File: src/rtl/regfile_port_ctrl_pkg.sv
// Shared format definitions for the register-file port controller.
// Purpose : datapath width, register count, status-register index,
//           fetch FSM state encoding and writeback-entry field widths.
// Ports   : none (package).
package regfile_port_ctrl_pkg;

    localparam int FMT_WORD      = 16;  // datapath width
    localparam int FMT_REGISTERS = 8;   // register count
    localparam int FMT_SREG      = 7;   // status-register index
    localparam int FMT_CODE_W    = 3;   // register code width
    localparam int FMT_WB_FLAGS  = 2;   // wr_reg + wr_flag

    // Writeback entry layout, MSB first: {code, wr_reg, wr_flag, data, sreg}.
    // The tag (code + flags) sits at the top so the hazard compare can look
    // at just those bits of every buffered entry.
    localparam int FMT_WB_TAG_W  = FMT_CODE_W + FMT_WB_FLAGS;

    typedef enum logic [1:0] {
        ST_IDLE  = 2'd0,
        ST_FETCH = 2'd1,
        ST_CAPT  = 2'd2,
        ST_HOLD  = 2'd3
    } fetch_state_e;

endpackage

File: src/rtl/regfile_port_ctrl_wb_fifo.sv
// Writeback buffer: small FIFO of pending register-file writes.
// Purpose : stores writeback entries, exposes the head for draining and the
//           tag bits of every slot with a per-slot valid for hazard checks.
// Ports   : clk, rst (async, active-high); push/push_data; pop; head;
//           slot_tags/slot_valid (all slots); full, empty.
module wb_fifo #(
    parameter int ENTRY_W = 37,
    parameter int TAG_W   = 5,
    parameter int DEPTH   = 2
) (
    input  logic                     clk,
    input  logic                     rst,
    input  logic                     push,
    input  logic [ENTRY_W-1:0]       push_data,
    input  logic                     pop,
    output logic [ENTRY_W-1:0]       head,
    output logic [DEPTH*TAG_W-1:0]   slot_tags,
    output logic [DEPTH-1:0]         slot_valid,
    output logic                     full,
    output logic                     empty
);

    localparam int PTR_W = (DEPTH > 1) ? $clog2(DEPTH) : 1;
    localparam int CNT_W = $clog2(DEPTH + 1);

    logic [ENTRY_W-1:0] mem_reg [DEPTH];
    logic [PTR_W-1:0]   wr_ptr_reg;
    logic [PTR_W-1:0]   rd_ptr_reg;
    logic [CNT_W-1:0]   count_reg;
    logic               do_push;
    logic               do_pop;

    function automatic logic [PTR_W-1:0] ptr_inc(input logic [PTR_W-1:0] p);
        return (p == PTR_W'(DEPTH - 1)) ? '0 : p + 1'b1;
    endfunction

    // Distance of a slot from the read pointer, modulo DEPTH; a slot holds
    // live data when this distance is below the occupancy count.
    function automatic logic [CNT_W-1:0] slot_dist(input int slot, input logic [PTR_W-1:0] rd);
        int d;
        d = slot - int'(rd);
        if (d < 0) d = d + DEPTH;
        return CNT_W'(d);
    endfunction

    assign full    = (count_reg == CNT_W'(DEPTH));
    assign empty   = (count_reg == '0);
    assign do_push = push && !full;
    assign do_pop  = pop && !empty;
    assign head    = mem_reg[rd_ptr_reg];

    always_ff @(posedge clk or posedge rst) begin
        if (rst) begin
            wr_ptr_reg <= '0;
            rd_ptr_reg <= '0;
            count_reg  <= '0;
        end else begin
            if (do_push) wr_ptr_reg <= ptr_inc(wr_ptr_reg);
            if (do_pop)  rd_ptr_reg <= ptr_inc(rd_ptr_reg);
            case ({do_push, do_pop})
                2'b10:   count_reg <= count_reg + 1'b1;
                2'b01:   count_reg <= count_reg - 1'b1;
                default: count_reg <= count_reg;
            endcase
        end
    end

    // Storage carries no reset: occupancy is tracked by the pointers/count.
    always_ff @(posedge clk) begin
        if (do_push) mem_reg[wr_ptr_reg] <= push_data;
    end

    for (genvar gi = 0; gi < DEPTH; gi++) begin : g_slot
        assign slot_tags[gi*TAG_W +: TAG_W] = mem_reg[gi][ENTRY_W-1 -: TAG_W];
        assign slot_valid[gi] = (slot_dist(gi, rd_ptr_reg) < count_reg);
    end

endmodule

File: src/rtl/regfile_port_ctrl.sv
// Register-file port controller.
// Purpose : fetches two operands plus SREG for execute through a
//           IDLE/FETCH/CAPT/HOLD FSM, buffers writebacks in a small FIFO that
//           drains one entry per cycle, and stalls fetches that would read a
//           register (or SREG) with a pending write.
// Ports   : clk, rst (async, active-high)
//           dec_*  : operand fetch request (valid/ready, two register codes)
//           op_*   : operands to execute (valid/ready, val1/val2/sreg)
//           wb_*   : writeback request (valid/ready, code/data/flags/sreg)
//           register-file side: read (get_reg_en/re/reg1/reg2/data_out*/
//           SREG_read) and write (we/reg_write_back/reg_write_code/data_in/
//           flag_update/SREG_write).
module regfile_port_ctrl
    import regfile_port_ctrl_pkg::*;
#(
    parameter int WORD      = FMT_WORD,
    parameter int REGISTERS = FMT_REGISTERS,
    parameter int SREG_IDX  = FMT_SREG,
    parameter int WB_DEPTH  = 2,
    localparam int CODE_W   = $clog2(REGISTERS)
) (
    input  logic              clk,
    input  logic              rst,
    input  logic              dec_valid,
    output logic              dec_ready,
    input  logic [CODE_W-1:0] dec_reg1,
    input  logic [CODE_W-1:0] dec_reg2,
    output logic              op_valid,
    input  logic              op_ready,
    output logic [WORD-1:0]   op_val1,
    output logic [WORD-1:0]   op_val2,
    output logic [WORD-1:0]   op_sreg,
    input  logic              wb_valid,
    output logic              wb_ready,
    input  logic [CODE_W-1:0] wb_code,
    input  logic [WORD-1:0]   wb_data,
    input  logic              wb_wr_reg,
    input  logic              wb_wr_flag,
    input  logic [WORD-1:0]   wb_sreg,
    output logic              get_reg_en,
    output logic [CODE_W-1:0] reg1,
    output logic [CODE_W-1:0] reg2,
    input  logic [WORD-1:0]   data_out1,
    input  logic [WORD-1:0]   data_out2,
    input  logic [WORD-1:0]   SREG_read,
    output logic              reg_write_back,
    output logic [CODE_W-1:0] reg_write_code,
    output logic [WORD-1:0]   data_in,
    output logic              flag_update,
    output logic [WORD-1:0]   SREG_write,
    output logic              re,
    output logic              we
);

    localparam int TAG_W   = CODE_W + FMT_WB_FLAGS;
    localparam int ENTRY_W = TAG_W + 2 * WORD;

    fetch_state_e        state_reg, state_next;
    logic [CODE_W-1:0]   reg1_reg, reg2_reg;
    logic [WORD-1:0]     op_val1_reg, op_val2_reg, op_sreg_reg;
    logic                dec_fire;
    logic                hazard;

    logic                fifo_push, fifo_pop, fifo_full, fifo_empty;
    logic [ENTRY_W-1:0]  fifo_head;
    logic [WB_DEPTH*TAG_W-1:0] fifo_tags;
    logic [WB_DEPTH-1:0] fifo_slot_valid;
    logic [WB_DEPTH-1:0] slot_hit;
    logic                in_hit;

    // SREG is read on every fetch, so a flag write always conflicts. A GPR
    // write to the SREG index is treated the same way since it aliases SREG.
    function automatic logic wb_conflict(input logic [CODE_W-1:0] code, input logic wr_reg,
                                         input logic wr_flag, input logic [CODE_W-1:0] r1,
                                         input logic [CODE_W-1:0] r2);
        return wr_flag || (wr_reg && (code == r1 || code == r2 || code == CODE_W'(SREG_IDX)));
    endfunction

    // ---------------- writeback buffer ----------------
    assign wb_ready  = !rst && !fifo_full;
    // Entries that write nothing are acknowledged but never stored.
    assign fifo_push = wb_valid && wb_ready && (wb_wr_reg || wb_wr_flag);
    assign fifo_pop  = !fifo_empty;

    wb_fifo #(
        .ENTRY_W(ENTRY_W),
        .TAG_W  (TAG_W),
        .DEPTH  (WB_DEPTH)
    ) u_fifo (
        .clk       (clk),
        .rst       (rst),
        .push      (fifo_push),
        .push_data ({wb_code, wb_wr_reg, wb_wr_flag, wb_data, wb_sreg}),
        .pop       (fifo_pop),
        .head      (fifo_head),
        .slot_tags (fifo_tags),
        .slot_valid(fifo_slot_valid),
        .full      (fifo_full),
        .empty     (fifo_empty)
    );

    // Drain: the head drives the write port during the cycle it is popped.
    assign reg_write_back = fifo_pop && fifo_head[2*WORD+1];
    assign flag_update    = fifo_pop && fifo_head[2*WORD];
    assign reg_write_code = fifo_pop ? fifo_head[ENTRY_W-1 -: CODE_W] : '0;
    assign data_in        = fifo_pop ? fifo_head[2*WORD-1 -: WORD] : '0;
    assign SREG_write     = fifo_pop ? fifo_head[WORD-1:0] : '0;
    assign we             = reg_write_back || flag_update;

    // ---------------- hazard detect ----------------
    for (genvar gi = 0; gi < WB_DEPTH; gi++) begin : g_hazard
        assign slot_hit[gi] = fifo_slot_valid[gi] &&
            wb_conflict(fifo_tags[gi*TAG_W+2 +: CODE_W], fifo_tags[gi*TAG_W+1],
                        fifo_tags[gi*TAG_W], dec_reg1, dec_reg2);
    end
    // An entry being pushed this cycle is not in the buffer yet but will be
    // by the time the fetch reads, so it counts as well.
    assign in_hit = fifo_push && wb_conflict(wb_code, wb_wr_reg, wb_wr_flag, dec_reg1, dec_reg2);
    assign hazard = (|slot_hit) || in_hit;

    // ---------------- fetch FSM ----------------
    always_ff @(posedge clk or posedge rst) begin
        if (rst) begin
            state_reg   <= ST_IDLE;
            reg1_reg    <= '0;
            reg2_reg    <= '0;
            op_val1_reg <= '0;
            op_val2_reg <= '0;
            op_sreg_reg <= '0;
        end else begin
            state_reg <= state_next;
            if (dec_fire) begin
                reg1_reg <= dec_reg1;
                reg2_reg <= dec_reg2;
            end
            if (state_reg == ST_CAPT) begin
                op_val1_reg <= data_out1;
                op_val2_reg <= data_out2;
                op_sreg_reg <= SREG_read;
            end
        end
    end

    always_comb begin
        state_next = state_reg;
        case (state_reg)
            ST_IDLE:  if (dec_fire) state_next = ST_FETCH;
            ST_FETCH: state_next = ST_CAPT;
            ST_CAPT:  state_next = ST_HOLD;
            ST_HOLD:  if (op_ready) state_next = ST_IDLE;
            default:  state_next = ST_IDLE;
        endcase
    end

    always_comb begin
        dec_ready  = 1'b0;
        get_reg_en = 1'b0;
        reg1       = '0;
        reg2       = '0;
        op_valid   = 1'b0;
        case (state_reg)
            ST_IDLE:  dec_ready = !rst && !hazard;
            ST_FETCH: begin
                get_reg_en = 1'b1;
                reg1       = reg1_reg;
                reg2       = reg2_reg;
            end
            ST_HOLD:  op_valid = 1'b1;
            default:  ;
        endcase
    end

    assign dec_fire = dec_valid && dec_ready;
    assign re       = get_reg_en;
    assign op_val1  = op_val1_reg;
    assign op_val2  = op_val2_reg;
    assign op_sreg  = op_sreg_reg;

endmodule

File: config.mk
export PLATFORM = sky130hd
export DESIGN_NAME = regfile_port_ctrl
export DESIGN_NICKNAME = d
export VERILOG_FILES = /design/src/rtl/regfile_port_ctrl_pkg.sv /design/src/rtl/regfile_port_ctrl_wb_fifo.sv /design/src/rtl/regfile_port_ctrl.sv
export SDC_FILE = /design/constraint.sdc
export NUM_CORES = 1
export LEC_CHECK = 0
export ABC_AREA = 1
export CAP_MARGIN = 30
export CELL_PAD_IN_SITES_DETAIL_PLACEMENT = 1
export CELL_PAD_IN_SITES_GLOBAL_PLACEMENT = 1
export CORE_MARGIN = 2
export CORE_UTILIZATION = 34
export DETAILED_ROUTE_END_ITERATION = 12
export GPL_ROUTABILITY_DRIVEN = 0
export PLACE_DENSITY = 0.85
export SETUP_SLACK_MARGIN = 0.5
export SLEW_MARGIN = 0
export SYNTH_ARGS = -nofsm -noshare
export SYNTH_HDL_FRONTEND = slang
export SYNTH_SLANG_ARGS = --single-unit
File: constraint.sdc
create_clock -name clk -period 3.2 [get_ports clk]
set_input_delay 0.48 -clock clk [delete_from_list [all_inputs] [get_ports clk]]
set_output_delay 0.48 -clock clk [all_outputs]
set_load 0.05 [all_outputs]
==> impl_summary.txt <==
----------------------------------------------------
[Run status]
  Run status ... complete, no violations

[STA]
  RSZ-0062 raised after global routing ... false
  Ratio of final minimum period to clock period ... 79.2%
  Slew at the pin closest to its max-slew limit ... 738 ps
  Smallest hold slack ... 322 ps
  # setup viols final ... 0
  Setup slack of the critical path after layout ... 665 ps
  Setup total negative slack ... 0 ps
  Minimum clock period ... 2530 ps
  Max frequency ... 395 MHz
  Relative max-transition margin ... 50.8%
  Number of pins exceeding their max-slew limit in the final report ... 0
  Hold Fails Final Rpt ... 0
  Fin Clk Skew ... 6.89 ps

[Place]
  Instance area at placement ... 7620 um2
  Post-DP HPWL ... 11300 um
  I/O Buffers ... 192
  Pre-CTS setup slack ... 670 ps

[Critical path]
  Start-to-end type of the worst setup path ... in -> out
  Type of origin of the critical path ... primary input
  Required time at the worst-slack endpoint ... 2720 ps
  Crit path arrival time ... 2050 ps
  Critical path endpoint category ... primary output
  Maximum fanout encountered on the critical timing path ... 4

[Global routing]
  Largest net degree at the start of global routing ... 57
  Number of antenna violations at the first check in global routing ... 0
  Via count of the first global-routing pass ... 4932
  First-pass GRT wire length ... 25800 um
  Total routing usage reported by global routing ... 19.0%
  Total congestion overflow ... 0

[Die]
  Die height ... 131 um
  Full die area ... 17300 um2
  Initial core utilization ... 34.8%
  Ports ... 193
  Placeable Area ... 15900 um2
  Die Wd ... 131 um
  Count of standard-cell rows ... 46

[Power]
  Worst voltage drop across the vdd grid ... 0.545 mV
  P_int ... 0.00446 W
  Sequential Power Share ... 31.2%
  Sw power ... 0.00346 W
  Switching portion of total power ... 43.7%
  Clk network pwr share ... 24.0%
  Leakage ... 3.61 nW
  Portion of total power attributed to combinational logic ... 44.7%
  Cell area power density ... 967 nW/um2

[Yosys]
  Post-synthesis cell type with the largest combined area ... sky130_fd_sc_hd__edfxtp_1
  Yosys top cell area share ... 40.2%
  Seq cells post-synth ... 134
  Summed instance area of the synthesized netlist ... 5530 um2
  Post-synthesis sequential area ratio ... 67.4%
  Predominant post-synthesis flop cell ... sky130_fd_sc_hd__edfxtp_1
  Per-instance average area after synthesis ... 10.3 um2
  Synth top area cells ... sky130_fd_sc_hd__edfxtp_1 (40%), sky130_fd_sc_hd__dfrtp_1 (27%), sky130_fd_sc_hd__nand2_1 (17%), sky130_fd_sc_hd__a21oi_1 (3.2%), sky130_fd_sc_hd__xnor2_1 (2.4%)
  Ys async rst share ... 44.8%
  Synth Warn # ... 0
  Synth Instances ... 537
  Number of enable flip-flop cells after synthesis ... 74
  Synthesized net count ... 638
  Number of distinct library cells after synthesis ... 27

[Finish]
  Share of post-route cells with drive strength above 1 ... 14.0%
  # diodes ... 0
  Number of nets in the final layout ... 833
  Max FFs per register ... 74
  Final std cell area, no fill ... 8190 um2
  Count of filler cells inserted in the layout ... 1784
  Area added between synthesis and finish ... 48.2%

[Route]
  Initial DRC Count ... 217
  Routed length per instance ... 16.4 um
  Routed via count divided by cell count ... 4.66
  Wire length reported by the detailed router ... 15700 um
  Drc violations ... 0
  Router iterations before antenna repair ... 4
  Vias after detailed routing ... 4483
  ANT nets after route ... 0

[CTS]
  Buffer count from post-CTS setup fixing ... 0
  Root buffer selected by CTS ... sky130_fd_sc_hd__clkbuf_16
  Clock latency reported for the late side of the worst-skew pair ... 410 ps
  H-tree lvl count ... 4
  Num Clock Sinks ... 134
  Clock Path Buffers ... 2
  Post-CTS clock slew at the launch and capture registers of the worst setup and hold paths ... 60 ps
  Clock tree from TritonCTS ... yes
  Clock buffer count from CTS ... 17

[Job]
  Number of max-capacitance violations reported ... 0

[Hold path]
  Worst Hold Class ... in -> async

----------------------------------------------------
-- cell usage after synthesis, types with 3 or more instances --
| master | number |
|---|---|
| sky130_fd_sc_hd__nand2_1 | 246 |
| sky130_fd_sc_hd__edfxtp_1 | 74 |
| sky130_fd_sc_hd__dfrtp_1 | 60 |
| sky130_fd_sc_hd__a21oi_1 | 35 |
| sky130_fd_sc_hd__inv_1 | 28 |
| sky130_fd_sc_hd__xnor2_1 | 15 |
| sky130_fd_sc_hd__clkbuf_1 | 14 |
| sky130_fd_sc_hd__nand3_1 | 13 |
| sky130_fd_sc_hd__nor2_1 | 10 |
| sky130_fd_sc_hd__buf_1 | 6 |
| sky130_fd_sc_hd__o21ai_2 | 6 |
| sky130_fd_sc_hd__ha_1 | 5 |
| sky130_fd_sc_hd__nand2_2 | 5 |
| sky130_fd_sc_hd__o21ai_0 | 5 |
| sky130_fd_sc_hd__inv_2 | 3 |
-- cell families (layout without fill, tap and decap cells) --
| logic type | after synthesis | count (layout) | synth area share, % |
|---|---|---|---|
| and+or+nand+nor | 279 | 279 | 20.1 |
| DFF | 134 | 134 | 67.4 |
| buffers and inverters | 54 | 262 | 3.89 |
| AOI/OAI and AO/OA | 49 | 49 | 4.94 |
| xor gates and xnor gates | 16 | 16 | 2.54 |
| adders and majority gates | 5 | 5 | 1.13 |
-- power groups by stage --
stage / Sequential [W] / Clock, W / Combinational (W)
after global routing: 0.00253 / 0.00202 / 0.00382
final: 0.00248 / 0.00190 / 0.00354
after global placement: 0.00248 / 0 / 0.00351
after detailed placement: 0.00251 / 0 / 0.00360
after CTS: 0.00248 / 0.00194 / 0.00359
after floorplan: 0.00350 / 0 / 0.00133
-- final cells by class --
cell class	count	area (um2)	share of cell area (%)
flip-flops and latches	134	3720	45.5
repair buffers	199	1890	23.1
multi-input cells	349	1610	19.7
clock buffers	17	425	5.19
well taps	216	270	3.30
clock inverters	15	150	1.83
inverters	31	120	1.47
-- stage by stage --
stage               power (W)  util, %  std cells
finish                0.00792     51.6        961
global placement      0.00599     48.0        929
detailed placement    0.00611     48.0        929
global route          0.00838     51.6        961
CTS                   0.00802     51.6        961
floorplan             0.00483        -        537
-- path summary, 6_finish.rpt --
kind	startpoint	end	slack (ps)	depth (start not counted)
setup / recovery	dec_reg1[0]	dec_ready	670	11
hold / removal	rst	u_fifo.count_reg[1]	320	2
setup reg to reg	u_fifo.count_reg[1]	u_fifo.mem_reg[0][11]	1280	6
hold reg to reg	op_sreg[2]	op_sreg[2]	470	2
max in group asynchronous	rst	op_sreg[2]	1940	3
min in group clk	op_sreg[2]	op_sreg[2]	470	2
-- worst max-delay path, cell delays in order --
cell and delay [ps]:
sky130_fd_sc_hd__clkdlybuf4s50_1 570, sky130_fd_sc_hd__inv_1 100, sky130_fd_sc_hd__nand2_1 80, sky130_fd_sc_hd__nand2_1 60, sky130_fd_sc_hd__nand3_1 80, sky130_fd_sc_hd__nand3_1 80, sky130_fd_sc_hd__nand2_1 60, sky130_fd_sc_hd__nand2_1 50
sky130_fd_sc_hd__nand2_1 110, sky130_fd_sc_hd__and3_2 230, sky130_fd_sc_hd__buf_12 140
-- repair_timing --
action,in CTS,in global routing
endpoints found under the setup margin,8,0
resized for setup,8,0
hold buffers,0,0
-- layer usage --
layer / track usage [%] / vias to the layer above / share of wire, %
met5: 0 / - / 0
met4: 6.58 / 0 / 1.5
met3: 7.56 / 21 / 8.6
met2: 32.3 / 166 / 50
met1: 21.7 / 2182 / 40
li1: - / 2114 / -
-- layout by cell type (no fill, tap or decap), types with 2 or more instances in the layout --
master and instances:
sky130_fd_sc_hd__clkbuf_16 17, sky130_fd_sc_hd__inv_2 3, sky130_fd_sc_hd__edfxtp_1 74, sky130_fd_sc_hd__inv_6 4, sky130_fd_sc_hd__nor2_4 2, sky130_fd_sc_hd__clkinv_2 4, sky130_fd_sc_hd__nand2_1 246, sky130_fd_sc_hd__ha_1 4
sky130_fd_sc_hd__nor2_1 7, sky130_fd_sc_hd__a21oi_1 35, sky130_fd_sc_hd__dfrtp_1 60, sky130_fd_sc_hd__nand2_2 5, sky130_fd_sc_hd__bufinv_16 2, sky130_fd_sc_hd__inv_1 27, sky130_fd_sc_hd__nand3_1 13, sky130_fd_sc_hd__clkdlybuf4s50_1 144
sky130_fd_sc_hd__o21ai_0 5, sky130_fd_sc_hd__dlygate4sd2_1 8, sky130_fd_sc_hd__buf_12 2, sky130_fd_sc_hd__clkinvlp_4 4, sky130_fd_sc_hd__xnor2_1 15, sky130_fd_sc_hd__o21ai_2 7, sky130_fd_sc_hd__buf_4 45
Power figures use the tool's default switching activity.
==> RTL edit (config.mk and constraints unchanged) <==
The parameter `WB_DEPTH` goes from 2 to 1.
--- a/src/rtl/regfile_port_ctrl.sv
+++ b/src/rtl/regfile_port_ctrl.sv
@@ -16,7 +16,7 @@
     parameter int WORD      = FMT_WORD,
     parameter int REGISTERS = FMT_REGISTERS,
     parameter int SREG_IDX  = FMT_SREG,
-    parameter int WB_DEPTH  = 2,
+    parameter int WB_DEPTH  = 1,
     localparam int CODE_W   = $clog2(REGISTERS)
 ) (
     input  logic              clk,
Formal check against the unedited RTL: not equivalent (Yosys sat finds a counterexample within 4 cycles, from zero or initial values and one cycle with rst high).
==> RTL edit against the original RTL <==
Total power down 25%; cell area is 22% lower; sequential cell count fell by 40; area after synthesis down 28%; sequential power is 25% lower; worst setup slack got worse by 0.055 ns; wire length fell by 23%; final cell count down 20%.
==> RTL edit: results (changes against the original RTL) <==
metric,value,unit,change
Worst-Margin Slew,0.765,ns,+0.0264 ns
M2 GR Usage,31.2,%,-1.1 points
"top cells by count, synth","nand2_1 (224), inv_1 (59), dfrtp_1 (57)",,
worst vdd ir,0.524,mV,-4.0%
Syn-to-layout area delta,62.1,%,
total CTS buffers,9,,-8
wire length per cell,15.6,µm,-4.5%
M1 WL,5070,µm,-20%
largest net degree at the start of global routing,58,,+1.8%
capturing point of the worst reg2reg path,state_reg[1]$_DFFE_PP0P_,,
Worst-Skew Late Latency,0.33,ns,-0.08 ns
R2R setup slack,1.35,ns,+0.07 ns
Synth Area per Inst,9.21,µm²,-11%
Post-DP HPWL,9010,µm,-20%
post-synthesis compound-gate area fraction,1.45,%,-3.5 points
worst min-delay path class,flop to flop,,
syn nets,531,,-17%
Placed Instance Area,0.00604,mm²,-21%
seq_cells,94,,-30%
Largest register FFs,37,,-50%
metal3 WL,957,µm,-30%
Startpoint Class,flop,,
CP Launch Point,state_reg[1]$_DFFE_PP0P_,,
Inverters excl. clock,61,,+97%
status,"finished, final reports clean",,
CP max FO,8,,+4
layout cells sized above 1,6.06,%,-7.9 points
top post-synthesis cells by area,"dfrtp_1 (36%), edfxtp_1 (28%), nand2_1 (21%)",,
Layout clock buffers,10,,-7
## RTL edit: cell types whose count changed in the layout (fill, tap and decap cells not counted), moves of 22 or more
cell            delta
edfxtp_1          -37
nand2_1           -22
dlymetal6s2s_1    +28
inv_1             +31
a21oi_1           -35
buf_4             -39
## RTL edit: per-stage QoR
step	power [W]	worst slack, ns
after floorplan	0.00380	0.538
after global placement	0.00480	0.746
after detailed placement	0.00491	0.683
after CTS	0.00603	0.516
after global routing	0.00627	0.505
final	0.00594	0.610
## RTL edit: how the worst min path moves through the flow
stage,startpoint,end,slack (ns)
2_1_floorplan,reg1_reg[1]$_DFFE_PP0P_,reg1_reg[1]$_DFFE_PP0P_,0.45
3_5_place_dp,op_val1[8]$_DFFE_PP0P_,op_val1[8]$_DFFE_PP0P_,0.46
5_1_grt,op_val1[9]$_DFFE_PP0P_,op_val1[9]$_DFFE_PP0P_,0.50
6_report,op_val1[8]$_DFFE_PP0P_,op_val1[8]$_DFFE_PP0P_,0.47
4_1_cts,op_val2[10]$_DFFE_PP0P_,op_val2[10]$_DFFE_PP0P_,0.48
3_3_place_gp,op_val1[6]$_DFFE_PP0P_,op_val1[6]$_DFFE_PP0P_,0.45
## RTL edit: report_power, final
| part | internal (W) | total, W | switching, W | leakage (nW) |
|---|---|---|---|---|
| Combinational | 0.000954 | 0.00300 | 0.00204 | 2.39 |
| Sequential | 0.00163 | 0.00185 | 0.000216 | 1.04 |
| Clock | 0.000632 | 0.00109 | 0.000463 | 0.149 |
## RTL edit: worst max-delay path, cell delays in order, from the launching register on
cell             delay [ns]
dfrtp_1                0.42
inv_1                  0.11
ha_1                   0.32
nand2_1                0.08
inv_1                  0.06
clkdlybuf4s50_1        0.79
